## config.mk

```make
export PLATFORM = sky130hd
export DESIGN_NAME = collision_tracker
export DESIGN_NICKNAME = d
export VERILOG_FILES = /design/src/rtl/collision_tracker.sv
export SDC_FILE = /design/constraint.sdc
export NUM_CORES = 1
export LEC_CHECK = 0
export ABC_AREA = 1
export BUFFER_PORTS_ARGS = -buffer_cell sky130_fd_sc_hd__buf_2
export CELL_PAD_IN_SITES_DETAIL_PLACEMENT = 0
export CELL_PAD_IN_SITES_GLOBAL_PLACEMENT = 1
export CORE_ASPECT_RATIO = 1.2
export CORE_MARGIN = 8
export CORE_UTILIZATION = 29
export CTS_BUF_LIST = sky130_fd_sc_hd__clkbuf_4 sky130_fd_sc_hd__clkbuf_8
export CTS_CLUSTER_DIAMETER = 150
export DETAILED_ROUTE_END_ITERATION = 7
export PLACE_DENSITY_LB_ADDON = 0.1
export SLEW_MARGIN = 20
export SYNTH_ARGS = -nofsm -noshare
export SYNTH_HDL_FRONTEND = slang
export SYNTH_SLANG_ARGS = --single-unit
```

## constraint.sdc

```tcl
create_clock -name clk_pix -period 1.4 [get_ports clk_pix]
set_clock_uncertainty 0.1 [all_clocks]
set_input_delay 0.07 -clock clk_pix [delete_from_list [all_inputs] [get_ports clk_pix]]
set_output_delay 0.07 -clock clk_pix [all_outputs]
set_load 0.01 [all_outputs]
```

## src/rtl/collision_tracker.sv

```systemverilog
// collision_tracker: frame-synchronous player/obstacle collision detector
// with per-obstacle mask, first-hit capture and saturating frame counter.
module collision_tracker #(
  parameter int N_OBJ        = 8,
  parameter int SCREEN_CORDW = 16,
  parameter int CNT_W        = 8,
  parameter int STICKY       = 0,
  localparam int IDXW        = (N_OBJ > 1) ? $clog2(N_OBJ) : 1
) (
  input  logic                           clk_pix,
  input  logic                           reset_n,
  input  logic                           frame,
  input  logic                           de,
  input  logic signed [SCREEN_CORDW-1:0] screen_x,
  input  logic signed [SCREEN_CORDW-1:0] screen_y,
  input  logic                           player_drawing,
  input  logic [N_OBJ-1:0]               obj_drawing,
  input  logic                           clear,
  output logic [N_OBJ-1:0]               hit_mask,
  output logic                           hit_any,
  output logic                           hit_pulse,
  output logic [IDXW-1:0]                first_idx,
  output logic [SCREEN_CORDW-1:0]        first_x,
  output logic [SCREEN_CORDW-1:0]        first_y,
  output logic [CNT_W-1:0]               hit_count
);

  logic [N_OBJ-1:0]        hv;
  logic                    hv_any;
  logic [IDXW-1:0]         low_idx;
  logic [N_OBJ-1:0]        acc;
  logic                    cap_valid;
  logic [IDXW-1:0]         cap_idx;
  logic [SCREEN_CORDW-1:0] cap_x;
  logic [SCREEN_CORDW-1:0] cap_y;
  logic [N_OBJ-1:0]        mask_next;

  assign hv     = (de && player_drawing) ? obj_drawing : '0;
  assign hv_any = |hv;

  always_comb begin
    low_idx = '0;
    for (int i = N_OBJ - 1; i >= 0; i--) begin
      if (hv[i]) low_idx = IDXW'(i);
    end
  end

  assign mask_next = (STICKY != 0) ? (hit_mask | acc) : acc;

  // Accumulator and first-hit capture; frame pixel opens the new frame
  always_ff @(posedge clk_pix or negedge reset_n) begin
    if (!reset_n) begin
      acc       <= '0;
      cap_valid <= 1'b0;
      cap_idx   <= '0;
      cap_x     <= '0;
      cap_y     <= '0;
    end else if (frame) begin
      acc       <= hv;
      cap_valid <= hv_any;
      if (hv_any) begin
        cap_idx <= low_idx;
        cap_x   <= screen_x;
        cap_y   <= screen_y;
      end
    end else begin
      acc <= acc | hv;
      if (!cap_valid && hv_any) begin
        cap_valid <= 1'b1;
        cap_idx   <= low_idx;
        cap_x     <= screen_x;
        cap_y     <= screen_y;
      end
    end
  end

  always_ff @(posedge clk_pix or negedge reset_n) begin
    if (!reset_n) begin
      hit_mask  <= '0;
      hit_any   <= 1'b0;
      hit_pulse <= 1'b0;
      first_idx <= '0;
      first_x   <= '0;
      first_y   <= '0;
      hit_count <= '0;
    end else if (clear) begin
      hit_mask  <= '0;
      hit_any   <= 1'b0;
      hit_pulse <= 1'b0;
      first_idx <= '0;
      first_x   <= '0;
      first_y   <= '0;
      hit_count <= '0;
    end else if (frame) begin
      hit_mask  <= mask_next;
      hit_any   <= |mask_next;
      hit_pulse <= |(mask_next & ~hit_mask);
      if (cap_valid) begin
        first_idx <= cap_idx;
        first_x   <= cap_x;
        first_y   <= cap_y;
      end else if (STICKY == 0) begin
        first_idx <= '0;
        first_x   <= '0;
        first_y   <= '0;
      end
      if ((|acc) && (hit_count != {CNT_W{1'b1}})) begin
        hit_count <= hit_count + 1'b1;
      end
    end else begin
      hit_pulse <= 1'b0;
    end
  end

endmodule
```

======== After elaboration in Yosys (flattened, before gate mapping) ========
Index checks and enable logic that the tools add are counted.
cells by class
  add/sub/neg operators ................... 1
  equal/unequal tests ..................... 2
  muxes and demuxes ....................... 39
  bitwise logic cells ..................... 3
  reduce and logical (&&, ||, !) cells .... 12
operators by type and width
  cell                   count
  $mux W16               12
  $mux W8                7
  $mux W3                14
  $reduce_or A8 Y1       3
  $add A8 B1 Y8 const B  1
  $and A8 B8 Y8          1
  $ne A8 B8 Y1 const B   1
  $not A8 Y8             1
  $or A8 B8 Y8           1
  $mux W1                6
  $reduce_bool A2 Y1     3
  $reduce_and A2 Y1      2
  $logic_and A1 B1 Y1    3
  $ne A2 B1 Y1 const B   1
  $logic_not A1 Y1       1
storage, ports and cells
  register bits after elaboration ......... 97
  input port bits ......................... 46
  output and inout bits ................... 53

======== Logic depth before layout (Yosys ltp) ========
Gate-level depths: netlist (run 1).
  depth in word-level cells ............... 12
  gate-level depth with buffers ........... 9
  gate-level depth less buffers ........... 9

======== Worst setup path after synthesis (run 1) ========
OpenSTA, ideal clock, no wires.
  kind .................................... reg-to-reg
  start ................................... reg hit_count[0]
  end ..................................... reg hit_count[5]
  setup time .............................. 0.117 ns
  arrival ................................. 1.332 ns
  required time ........................... 1.183 ns
  setup slack ............................. -0.149 ns
  stages on the path, launching flop included .. 9
  period minus slack after synthesis ...... 1.549 ns
  path through ............................ dfrtp_1 > ha_1 > nand3_1 > nor2_2 > nand3_1 > nand3_2 > nand2_2 > nand2_1 > nand2_1
between the ends
  longest elaborated chain between the ends .. 4
  elaborated cells between the ends (all ways) .. 8
ends and longest elaborated chain
  what                                            line      source
  from (decl)                                     25        output logic [CNT_W-1:0] hit_count
  from (signal assigned)                          108       hit_count <= hit_count + 1'b1;
  $add A8 B1 Y8 or $ne A8 B8 Y1 (tied branches)   108, 107
  $mux W8 or $logic_and A1 B1 Y1 (tied branches)  107       if ((|acc) && (hit_count != {CNT_W{1'b1}})) begin
  $mux W8 or $reduce_bool A2 Y1 (tied branches)   -
  $mux W8 or $reduce_and A2 Y1 (tied branches)    -
Several ways; a longest one is shown, not always the timed one. The select of a mux whose other input is x is not followed.
A chain may end at the register's enable or synchronous reset.

======== Worst setup path in the final report (run 1) ========
  start ................................... reg hit_count[1]
  end ..................................... reg hit_count[6]
Same word-level chain as after synthesis.

==> results of run 1 <==
[where the power goes]
part	total (W)	internal, W	switching (W)
Clock	0.00198	0.00101	0.000972
Sequential	0.00337	0.00316	0.000212
Combinational	0.00154	0.000675	0.000862
[sequential cells by signal, indices dropped and copies added, names as in the netlist]
name and count:
first_x 16, cap_valid 1, hit_count 8, hit_any 1, cap_x 16, first_y 16
hit_pulse 1, cap_y 16, hit_mask 8, cap_idx 3, acc 8, first_idx 3
[final cells by class]
cell class / count / area, um2 / share of cell area (%)
Timing Repair Buffer: 179 / 1346 / 22.54
Clock inverter: 2 / 35.03 / 0.5866
Clock buffer: 14 / 180.2 / 3.017
Sequential cell: 97 / 2427 / 40.65
Multi-Input combinational cell: 332 / 1697 / 28.41
Tap cell: 175 / 219.0 / 3.666
Inverter: 18 / 67.56 / 1.131
[repair_timing]
item,in CTS,in global routing
gates cloned,0,1
hold buffers,47,0
pin swaps,4,9
setup buffers,0,4
hold endpoints to repair,141,0
gates resized for setup,1,17
endpoints found under the setup margin,8,43
[per-layer routing]
layer  track usage, %  vias to the layer above  part of all wire, %
met5                0                        -                    0
met4            5.847                        0                  1.7
met3            2.830                       13                  3.9
met2            23.39                       71                   48
met1            17.65                     1834                   46
li1                 -                     1901                    -
[kinds of logic after synthesis]
group	synth area share (%)
AO/OA/AOI/OAI	7.688
flip-flops	57.36
adder cells (fa/ha/maj)	0.2956
XOR/XNOR	0.6210
buffers and inverters	5.499
AND/OR/NAND/NOR	28.53
[per-stage QoR]
stage	power (W)	hold slack (ns)	utilization, %	std cells	instance area [um2]
after floorplan	0.004178	-0.3256	-	476	4262
after global placement	0.004769	-0.02042	35.70	749	5124
after detailed placement	0.004787	-0.02267	35.70	749	5124
after CTS	0.006905	0.004498	40.49	812	5812
after global routing	0.007341	0.04964	41.61	817	5972
final	0.006893	0.04385	41.61	817	5972
[worst max-delay path, stage by stage, from the launching register on]
cell and delay, ns:
dfrtp_1 0.40, ha_4 0.17, nand3_4 0.08, nor2_4 0.13, nand3_2 0.09, nand3_4 0.11, nand2_4 0.09, nand2_1 0.08
nand2_1 0.05
[final timing paths]
check | from | to | slack, ns | cells past startpoint
max in group asynchronous | reset_n | cap_y[13] | 0.77 | 3
setup / recovery | hit_count[1] | hit_count[6] | -0.02 | 8
hold / removal | clear | hit_count[1] | 0.04 | 4
hold reg to reg | cap_y[12] | cap_y[12] | 0.38 | 2
setup reg to reg | hit_count[1] | hit_count[6] | -0.02 | 8
min in group asynchronous | reset_n | hit_count[0] | 0.12 | 3
[cells in the final DEF, fill, tap and decap left out, types with 5 or more instances in the layout]
master / netlist / routed
nand3_1: 88 / 86
buf_12: 0 / 9
nor2_1: 11 / 10
dfrtp_1: 97 / 97
dlygate4sd3_1: 0 / 47
inv_2: 6 / 6
o21ai_1: 42 / 42
nand3_4: 0 / 5
o21ai_0: 11 / 11
buf_2: 9 / 97
buf_4: 0 / 22
nand3_2: 9 / 6
clkbuf_8: 0 / 12
inv_1: 12 / 12
nand2_1: 143 / 140
==> metrics.cfg, run 1 <==
[logic_synthesis]
syn_inst = 476
synth_top_area_share_pct = 57.36
synth.most_common_cell = nand2_1
ys_ff_latch = 97
syn_nets = 523
ys_top_cells_by_count = 143 x nand2_1, 97 x dfrtp_1, 88 x nand3_1
synthArstFlopShare_pct = 100.0
synth-edff-count = 0
yosys_warnings = 0
synth.area.top_cells = dfrtp_1 57%, nand2_1 13%, nand3_1 10%
synthesis.area_um2 = 4232
avgSynthCellArea_um2 = 8.890
yosys.area.top_type = dfrtp_1
ys_seq_area_share_pct = 57.36
synthFlopType = dfrtp_1
synth.distinct_cells = 28

[finish]
syn_to_final_growth_pct = 41.13
nNetsFinal = 684
diodes = 0
n_fill_cell = 1484
drive_gt1_share_pct = 28.04

[floorplanning]
rows = 48
io_pins = 99
start_util_pct = 29.48
dieArea_um2 = 18730
core_area_um2 = 14350
fp.dieH_um = 148.3
die_w_um = 126.3

[cts]
cts_root_buffer = clkbuf_8
clock_latency_ns = 0.37
clkTransAtPathRegs_ns = 0.09
clkSinkCount = 97
cts_buffers = 9
cts_tree = built
cts_max_level = 3
clock_path_buffers = 2

[flow_run]
drv_cap = 0

[power]
leakagePower_nw = 3.045
ir_drop_mv = 0.6313
power.density_nw_per_um2 = 1154

[timing]
period_needed_ns = 1.424
worst_pin_slew_ns = 0.3267
max_freq_ghz = 0.7022
rsz0062_at_grt = true
tns_ns = -0.04641
layout_setup_ws_ns = -0.02405
hold_viol = 0
setup_viol = 4
maxSlewHeadroom_pct = 78.22
timing.final.crit_share_pct = 101.7
slew_violations = 0

[run_status]
violations = negative setup slack
status = finished, violations left

[route]
vias = 3819
drt_first_pass_iters = 4
drt_first_iter_violations = 136
viasPerCell = 4.674
routed_wl_um = 12780
ant_nets = 0
drc = 0
routedWlPerCell_um = 15.64

[global_routing]
grt_pass1_vias = 4092
overflow = 0
grt_first_pass_wirelength_um = 21080
grt_usage_pct = 14.13
grt_max_degree = 56
antenna_found_initial = 0

[placement]
preCtsSetupSlack_ns = -0.03030
hpwlAfterDp_um = 8431
routabilityCongestion = 0.7344
portBuffers = 98

[worst_hold_path]
min_path_type = input port to flip-flop

[setup_path]
path_class = flip-flop to flip-flop
critPathArrivalTime_ns = 1.58
cp.required_ns = 1.56
critPathLaunchType = flip-flop
end_kind = flip-flop
worst-path-max-fanout = 8

Note: power is estimated with default switching activity, not from simulation.
==> run 2, diff against run 1 <==
CTS_BUF_LIST = sky130_fd_sc_hd__clkbuf_8   (was sky130_fd_sc_hd__clkbuf_4 sky130_fd_sc_hd__clkbuf_8)
==> run 2 against run 1 <==
The run still ends with negative setup slack left. Core utilization down 0.052 points. Clock power is 3% lower. Sequential cell count unchanged. Non-clock buffer count unchanged. Fmax about the same. Highest routed layer unchanged.
==> metrics.cfg, run 2 (synthesis results as in run 1) <==
[run_status]
status = finished, violations left
violations = negative setup slack

[timing]
hold_viol = 0
period_needed_ns = 1.423
worst_pin_slew_ns = 0.3263
timing.final.crit_share_pct = 101.7
slew_violations = 0
layout_setup_ws_ns = -0.02317
tns_ns = -0.04376
maxSlewHeadroom_pct = 78.25
setup_viol = 4
max_freq_ghz = 0.7027
rsz0062_at_grt = true

[floorplanning]
start_util_pct = 29.48
core_area_um2 = 14350
io_pins = 99
rows = 48
die_w_um = 126.3
fp.dieH_um = 148.3
dieArea_um2 = 18730

[setup_path]
cp.required_ns = 1.56
worst-path-max-fanout = 8
critPathLaunchType = flip-flop
path_class = flip-flop to flip-flop
ff2ff_setup_slack_ns = -0.02
critPathArrivalTime_ns = 1.58
end_kind = flip-flop

[route]
vias = 3822
drc = 0
drt_first_pass_iters = 4
viasPerCell = 4.678
drt_first_iter_violations = 133
routed_wl_um = 12780
routedWlPerCell_um = 15.64
ant_nets = 0

[power]
p_seq_share_pct = 49.3
swShare_pct = 29.92
switching_power_w = 0.002047
ir_drop_mv = 0.6313
p_int_w = 0.004794
leakagePower_nw = 3.046
pwr-share-comb_pct = 22.5
power.share.clock_pct = 28.2
power.density_nw_per_um2 = 1147

[finish]
n_fill_cell = 1482
layout_commonest_cell = nand2_1
diodes = 0
nNetsFinal = 684
drive_gt1_share_pct = 27.73
design_area_um2 = 5964
syn_to_final_growth_pct = 40.95
final_cell_mix = 140 x nand2_1, 97 x dfrtp_1, 97 x buf_2
seqCellArea_um2 = 2427
final_core_util_pct = 41.55
multi_input_area_um2 = 1697
fin_cells = 817

[flow_run]
drv_cap = 0

[global_routing]
grt_usage_pct = 14.13
grt_first_pass_wirelength_um = 21080
grt_pass1_vias = 4092
antenna_found_initial = 0
grt_max_degree = 56
overflow = 0

[cts]
cts_buffers = 9
clkSinkCount = 97
clock_latency_ns = 0.37
cts_tree = built
cts_root_buffer = clkbuf_8
clock_path_buffers = 2
cts_max_level = 3
clkTransAtPathRegs_ns = 0.09

[placement]
place_inst = 749
routabilityCongestion = 0.7344
portBuffers = 98
placed_area_um2 = 5124
hpwlAfterDp_um = 8431

[worst_hold_path]
min_path_type = input port to flip-flop

[run 2: final timing paths]
kind,from,to,cells past startpoint
min,clear,hit_count[1],4
max in group asynchronous,reset_n,cap_y[13],3
min in group asynchronous,reset_n,hit_count[0],3
min reg2reg,cap_y[12],cap_y[12],2
max,hit_count[1],hit_count[6],8
max reg2reg,hit_count[1],hit_count[6],8
[run 2: final cells by class]
class	count	share of cell area [%]
clock buffer	12	2.769
clock inverter	4	0.7132
inverter	18	1.133
multi-input combinational	332	28.45
sequential	97	40.70
tap	175	3.671
timing repair buffer	179	22.57
[run 2: what timing repair did]
item,in CTS,in global routing
gates resized for setup,1,17
endpoints found under the setup margin,8,43
setup buffers,0,4
endpoints found under the hold margin,141,0
hold buffers,47,0
pin swaps,4,9
cloned,0,1
[run 2: metal layers]
metal	vias up	share of wire, %	GRT usage (%)
li1	1901	-	-
met1	1835	46	17.65
met2	73	48	23.39
met3	13	3.9	2.830
met4	0	1.7	5.847
met5	-	0	0
[run 2: power by group through the flow]
stage                     clock network (W)  registers (W)  logic (W)
after global routing                0.00212        0.00343    0.00174
after floorplan                           0        0.00343   0.000744
final                               0.00193        0.00337    0.00154
after detailed placement                  0        0.00342    0.00137
after global placement                    0        0.00341    0.00136
after CTS                           0.00202        0.00336    0.00147
[run 2: critical path, stage by stage, from the launching register on]
cell and delay [ns]:
dfrtp_1 0.40, ha_4 0.17, nand3_4 0.08, nor2_4 0.13
nand3_2 0.09, nand3_4 0.11, nand2_4 0.09, nand2_1 0.08
nand2_1 0.05
[run 2: metrics by stage]
| stage | power (W) | hold WS, ns | setup WS [ns] |
|---|---|---|---|
| 5_1_grt | 0.007289 | 0.04964 | -0.1224 |
| 2_1_floorplan | 0.004178 | -0.3256 | -0.1059 |
| 4_1_cts | 0.006853 | 0.004498 | -0.004760 |
| 3_3_place_gp | 0.004769 | -0.02042 | -0.0007286 |
| 3_5_place_dp | 0.004787 | -0.02267 | -0.03030 |
| 6_report | 0.006841 | 0.04381 | -0.02317 |
